**src/rtl/if_stage_pkg.sv**
```systemverilog
// if_stage_pkg: shared CPU constants, IF/ID record and PC increment helper
package if_stage_pkg;
  localparam logic [31:0] RESET_PC   = 32'h8000_0000;
  localparam logic [31:0] IRQ_PC     = 32'h8000_0004;
  localparam logic [31:0] EXC_PC     = 32'h8000_0008;
  localparam logic [31:0] NOP_INSTR  = 32'h0000_0000;
  localparam int          KERNEL_BIT = 31;

  typedef struct packed {
    logic [31:0] instr;
    logic [31:0] pc;
    logic [31:0] pc_plus4;
    logic        valid;
  } if_id_t;

  // Sequential PC: the kernel bit is sticky, the low 31 bits wrap
  function automatic logic [31:0] pc_seq(input logic [31:0] pc);
    return {pc[KERNEL_BIT], pc[30:0] + 31'd4};
  endfunction
endpackage

```
**src/rtl/if_stage_if.sv**
```systemverilog
// if_stage_if: ROM, hazard/redirect/interrupt controls and IF/ID outputs of the fetch stage
interface if_stage_if;
  logic [31:0] rom_addr;
  logic [31:0] rom_data;
  logic        stall;
  logic        flush;
  logic        redirect_valid;
  logic [31:0] redirect_pc;
  logic        irq;
  logic        exc;
  logic [31:0] id_instr;
  logic [31:0] id_pc;
  logic [31:0] id_pc_plus4;
  logic        id_valid;
  logic        irq_taken;
  logic [31:0] epc;

  // master: ROM plus downstream control; slave: the fetch stage
  modport master (
    output rom_data, stall, flush, redirect_valid, redirect_pc, irq, exc,
    input  rom_addr, id_instr, id_pc, id_pc_plus4, id_valid, irq_taken, epc
  );
  modport slave (
    input  rom_data, stall, flush, redirect_valid, redirect_pc, irq, exc,
    output rom_addr, id_instr, id_pc, id_pc_plus4, id_valid, irq_taken, epc
  );
endinterface

```
**src/rtl/if_stage_if_id_reg.sv**
```systemverilog
// if_id_reg: IF/ID pipeline register with hold and bubble-load controls
module if_id_reg
  import if_stage_pkg::*;
(
  input  logic        clk,
  input  logic        rst_n_i,
  input  logic        hold_i,
  input  logic        bubble_i,
  input  logic [31:0] instr_i,
  input  logic [31:0] pc_i,
  input  logic [31:0] pc_plus4_i,
  output if_id_t      q_o
);
  if_id_t q_q, q_d;

  // Hold keeps the entry; a bubble keeps the PC fields but squashes the word
  always_comb q_d = hold_i ? q_q : if_id_t'{instr: bubble_i ? NOP_INSTR : instr_i,
                                            pc: pc_i, pc_plus4: pc_plus4_i, valid: !bubble_i};

  // Register with asynchronous clear
  always_ff @(posedge clk or negedge rst_n_i)
    if (!rst_n_i) q_q <= '0;
    else q_q <= q_d;

  assign q_o = q_q;
endmodule

```
**src/rtl/if_stage.sv**
```systemverilog
// if_stage: PC register, next-PC priority mux, interrupt entry and IF/ID capture
module if_stage
  import if_stage_pkg::*;
(
  input logic       clk,
  input logic       reset,
  if_stage_if.slave bus
);
  logic [31:0] pc_q, pc_d, epc_q, epc_d, seq;
  logic        irq_taken_q, irq_acc, hold, bubble;
  if_id_t      id;

  assign seq = pc_seq(pc_q);
  assign irq_acc = bus.irq & ~pc_q[KERNEL_BIT] & ~bus.exc & ~bus.stall;

  // Next PC by priority exc > irq > redirect > stall > sequential; epc captures the return point
  always_comb begin
    pc_d = bus.exc ? EXC_PC : irq_acc ? IRQ_PC : bus.redirect_valid ? bus.redirect_pc :
           bus.stall ? pc_q : seq;
    epc_d = irq_acc ? (bus.redirect_valid ? bus.redirect_pc : pc_q) : epc_q;
    bubble = bus.exc | irq_acc | bus.redirect_valid | bus.flush;
    hold = bus.stall & ~bus.exc & ~bus.redirect_valid;
  end

  // PC and interrupt-entry state with asynchronous reset
  always_ff @(posedge clk or negedge reset)
    if (!reset) begin
      pc_q <= RESET_PC;
      epc_q <= '0;
      irq_taken_q <= 1'b0;
    end else begin
      pc_q <= pc_d;
      epc_q <= epc_d;
      irq_taken_q <= irq_acc;
    end

  if_id_reg u_if_id (
    .clk       (clk),
    .rst_n_i   (reset),
    .hold_i    (hold),
    .bubble_i  (bubble),
    .instr_i   (bus.rom_data),
    .pc_i      (pc_q),
    .pc_plus4_i(seq),
    .q_o       (id)
  );

  assign bus.rom_addr = pc_q;
  assign bus.id_instr = id.instr;
  assign bus.id_pc = id.pc;
  assign bus.id_pc_plus4 = id.pc_plus4;
  assign bus.id_valid = id.valid;
  assign bus.irq_taken = irq_taken_q;
  assign bus.epc = epc_q;
endmodule

```
**src/flat_wrapper.sv**
```systemverilog
// flat-port wrapper written by rule: the top's interface ports become plain ports
module if_stage_flat import if_stage_pkg::*;
  (clk, reset, bus_rom_data, bus_stall, bus_flush, bus_redirect_valid, bus_redirect_pc, bus_irq, bus_exc, bus_rom_addr, bus_id_instr, bus_id_pc, bus_id_pc_plus4, bus_id_valid, bus_irq_taken, bus_epc);
  if_stage_if bus_i ();
  input logic clk;
  input logic reset;
  input wire logic [$bits(bus_i.rom_data)-1:0] bus_rom_data;
  input wire logic [$bits(bus_i.stall)-1:0] bus_stall;
  input wire logic [$bits(bus_i.flush)-1:0] bus_flush;
  input wire logic [$bits(bus_i.redirect_valid)-1:0] bus_redirect_valid;
  input wire logic [$bits(bus_i.redirect_pc)-1:0] bus_redirect_pc;
  input wire logic [$bits(bus_i.irq)-1:0] bus_irq;
  input wire logic [$bits(bus_i.exc)-1:0] bus_exc;
  output wire logic [$bits(bus_i.rom_addr)-1:0] bus_rom_addr;
  output wire logic [$bits(bus_i.id_instr)-1:0] bus_id_instr;
  output wire logic [$bits(bus_i.id_pc)-1:0] bus_id_pc;
  output wire logic [$bits(bus_i.id_pc_plus4)-1:0] bus_id_pc_plus4;
  output wire logic [$bits(bus_i.id_valid)-1:0] bus_id_valid;
  output wire logic [$bits(bus_i.irq_taken)-1:0] bus_irq_taken;
  output wire logic [$bits(bus_i.epc)-1:0] bus_epc;
  assign bus_i.rom_data = bus_rom_data;
  assign bus_i.stall = bus_stall;
  assign bus_i.flush = bus_flush;
  assign bus_i.redirect_valid = bus_redirect_valid;
  assign bus_i.redirect_pc = bus_redirect_pc;
  assign bus_i.irq = bus_irq;
  assign bus_i.exc = bus_exc;
  assign bus_rom_addr = bus_i.rom_addr;
  assign bus_id_instr = bus_i.id_instr;
  assign bus_id_pc = bus_i.id_pc;
  assign bus_id_pc_plus4 = bus_i.id_pc_plus4;
  assign bus_id_valid = bus_i.id_valid;
  assign bus_irq_taken = bus_i.irq_taken;
  assign bus_epc = bus_i.epc;
  if_stage u_core (.clk(clk), .reset(reset), .bus(bus_i));
endmodule
```
**config.mk**
```make
export PLATFORM = sky130hd
export DESIGN_NAME = if_stage_flat
export DESIGN_NICKNAME = d
export VERILOG_FILES = /design/src/rtl/if_stage_pkg.sv /design/src/rtl/if_stage_if.sv /design/src/rtl/if_stage_if_id_reg.sv /design/src/rtl/if_stage.sv /design/src/flat_wrapper.sv
export SDC_FILE = /design/constraint.sdc
export NUM_CORES = 1
export LEC_CHECK = 0
export ABC_AREA = 1
export BUFFER_PORTS_ARGS = -buffer_cell sky130_fd_sc_hd__buf_2
export CAP_MARGIN = 10
export CORE_ASPECT_RATIO = 0.9
export CORE_MARGIN = 1
export CORE_UTILIZATION = 35
export CTS_CLUSTER_SIZE = 24
export DETAILED_ROUTE_END_ITERATION = 7
export PLACE_DENSITY_LB_ADDON = 0.3
export SYNTH_ARGS = -nofsm -noshare
export SYNTH_HDL_FRONTEND = slang
export SYNTH_SLANG_ARGS = --single-unit
```
**constraint.sdc**
```tcl
create_clock -name clk -period 2.55 [get_ports clk]
set_input_delay 0.1275 -clock clk [delete_from_list [all_inputs] [get_ports clk]]
set_output_delay 0.1275 -clock clk [all_outputs]
set_load 0.03 [all_outputs]
```
==> flow_metrics.tcl <==
set metrics [dict create \
    status "finished with violations" \
    violations "design-rule violations" \
    seq_area_frac_synth_pct 55.6 \
    slew_violations 0 \
    rr_worst_depth 12 \
    syn_inst 833 \
    crit_type "flop to flop" \
    cts_root_buffer "clkbuf_16" \
    synth.area.top_cells "dfrtp_1 55%, nand2_1 18%, a32o_1 4.5%, nor2_1 3.8%, o21ai_0 3.5%" \
    cp-startpoint "u_core.bus.rom_addr[2]" \
    rsz0062_at_grt "false" \
    grt_pass1_wl_mm 35.3 \
    clk_latency_ps 430 \
    ant_nets 0 \
    arrival_ps 2170 \
    place_hpwl_mm 14.8 \
    dp.cells 1280 \
    wirelength_mm 22.4 \
    synth-seq-cells 159 \
    cts.sinks 159 \
    cts_made_buffers 17 \
    p_total_mw 7.23 \
    synth_edf_count 0 \
    grt.overflow.total 0 \
    route.vias.total 6689 \
    period_needed_ps 1860 \
    wire_per_inst_um 16.3 \
    cts_buffer_depth 2 \
    io_pins 233 \
    max_slew.worst_pin.slew_ps 983 \
    first_global_vias 6387 \
    layout_common_cells "336 x nand2_1, 231 x buf_2, 158 x dfrtp_1" \
    fin_crit_sh_pct 72.8 \
    crit_fanout 7 \
    cts_max_level 4 \
    fp.dieH_um 138 \
    ctsResizeCount 0 \
    yosys_warnings 0 \
    vias_per_cell 4.89 \
    rows 49 \
    ys_async_sr_fraction_pct 100 \
    grt_max_degree 133 \
    final_common_cell "nand2_1" \
    min_from "bus_redirect_pc[16]" \
    grt.total_usage_pct 21.9 \
    ir_worst_vdd_uv 417 \
    hold_viol 0 \
    clk_pin_slew_ps 70 \
    syn_to_final_growth_pct 35.4 \
    final_layout_size_suffix_gt1_share_pct 26.5 \
    die_area_um2 21000 \
    syn_area_um2 7160 \
    syn_avg_cell_area_um2 8.60 \
    leakage_nw 5.05 \
    core_area_um2 20000 \
    start_util_pct 35.7 \
    postCtsSetupRepairBufs 0 \
    whs_path_depth 3 \
    synth_flop_cell "dfrtp_1" \
    drtPass1Iterations 7 \
    yosysTopAreaCell "dfrtp_1" \
    worstSetupEndpointType "flop" \
    powerDensity_nw_per_um2 746 \
    antenna_cells 0 \
    max_slew_margin_pct 34.4 \
    finalNonFillerCells 1369 \
    maxCapViolations 0 \
    start_kind "flop" \
    synthesis.nets 905 \
    antenna_found_initial 0 \
    gp_congestion 0.821 \
    yosysTopAreaCellShare_pct 55.2 \
    setup_viol 0 \
    drtIter0Drc 515 \
    cts_tree "done" \
    fmax_mhz 539 \
    regToRegStartpoint "u_core.bus.rom_addr[2]" \
    die_width_um 153 \
    portBuffers 232 \
    drc_errors 12 \
    hp-class "input pin to flop" \
    layout.nets 1173 \
    synth_cell_types 30 \
    setup_tns_ps 0 \
    crit_required_ps 2870 \
    clock_skew_ps 10.1 \
]
[repair_timing]
item,CTS,global route
endpoints found under the setup margin,0,0
hold buffers,57,0
endpoints found under the hold margin,115,0
[cell usage after synthesis (4+ instances only)]
| cell | instances |
|---|---|
| dfrtp_1 | 158 |
| nor2_4 | 4 |
| clkbuf_1 | 18 |
| nand2_1 | 336 |
| xor2_1 | 12 |
| inv_1 | 31 |
| nand3_1 | 20 |
| buf_4 | 7 |
| nor2_1 | 72 |
| a32o_1 | 32 |
| o21ai_0 | 50 |
| buf_2 | 19 |
| a31oi_1 | 39 |
| nor2_2 | 7 |
[sequential cells by signal, summed over array words and instances (netlist names)]
| signal | count |
|---|---|
| u_core.bus.epc | 32 |
| u_core.u_if_id.q_o | 94 |
| u_core.bus.rom_addr | 32 |
| u_core.bus.irq_taken | 1 |
[cell type report]
| type | instances | area (µm²) |
|---|---|---|
| Timing Repair Buffer | 299 | 1850 |
| Fill cell | 1938 | 10300 |
| Inverter | 35 | 139 |
| Multi-Input combinational cell | 589 | 2770 |
| Sequential cell | 159 | 3980 |
| Clock inverter | 12 | 184 |
| Tap cell | 255 | 319 |
| Clock buffer | 20 | 457 |
[worst max-delay path, stage by stage (launching register included)]
cell and delay [ps]:
dfrtp_1 470, ha_1 230, nand2_2 80, inv_1 110, nand3_1 130, nor2_2 280, nand2_1 90, nand2_1 80
nand2_1 50, nand2_1 60, nand2_1 60, nand2_1 50, nand2_1 50
[logic make-up after synthesis]
logic type / count (synthesis) / synth area share, %
buf+inv: 85 / 5.76
xor+xnor: 12 / 1.47
flops: 159 / 55.6
mux: 3 / 0.419
simple gates: 447 / 24.8
compound gates: 126 / 11.8
fa+ha+maj: 1 / 0.175
[per-layer routing]
layer / wire, µm / up-vias / share of wire, % / track usage, %
met1: 10400 / 3180 / 46 / 29.9
met3: 1320 / 26 / 5.9 / 5.03
li1: - / 3254 / - / -
met4: 384 / 0 / 1.7 / 7.52
met2: 10300 / 229 / 46 / 34.1
met5: 0 / - / 0 / 0
[where the power goes]
part           switching [mW]  internal [mW]  leakage [nW]
clock network            1.08           1.70         0.307
logic                    1.03          0.454          2.66
registers               0.189           2.78          2.08
total                    2.30           4.94          5.05
[final timing paths]
| kind | endpoint | slack (ps) |
|---|---|---|
| worst max-delay path | u_core.bus.rom_addr[24] | 690 |
| worst min-delay path | u_core.bus.epc[16] | 20 |
| worst max register to register | u_core.bus.rom_addr[24] | 690 |
| worst min register to register | u_core.u_if_id.q_o[60] | 480 |
| max in group asynchronous | u_core.u_if_id.q_o[12] | 1500 |
| min in group asynchronous | u_core.bus.irq_taken | 250 |
[metrics by stage]
stage,cell area [µm²],hold slack [ps],utilization [%],setup slack (ps)
after floorplan,7160,-168,-,841
after global placement,8490,169,42.4,726
after detailed placement,8490,169,42.4,720
after CTS,9700,0.360,48.4,693
after global routing,9700,8.48,48.4,466
final,9700,15.6,48.4,694
Note: power is estimated with default switching activity, not from simulation.
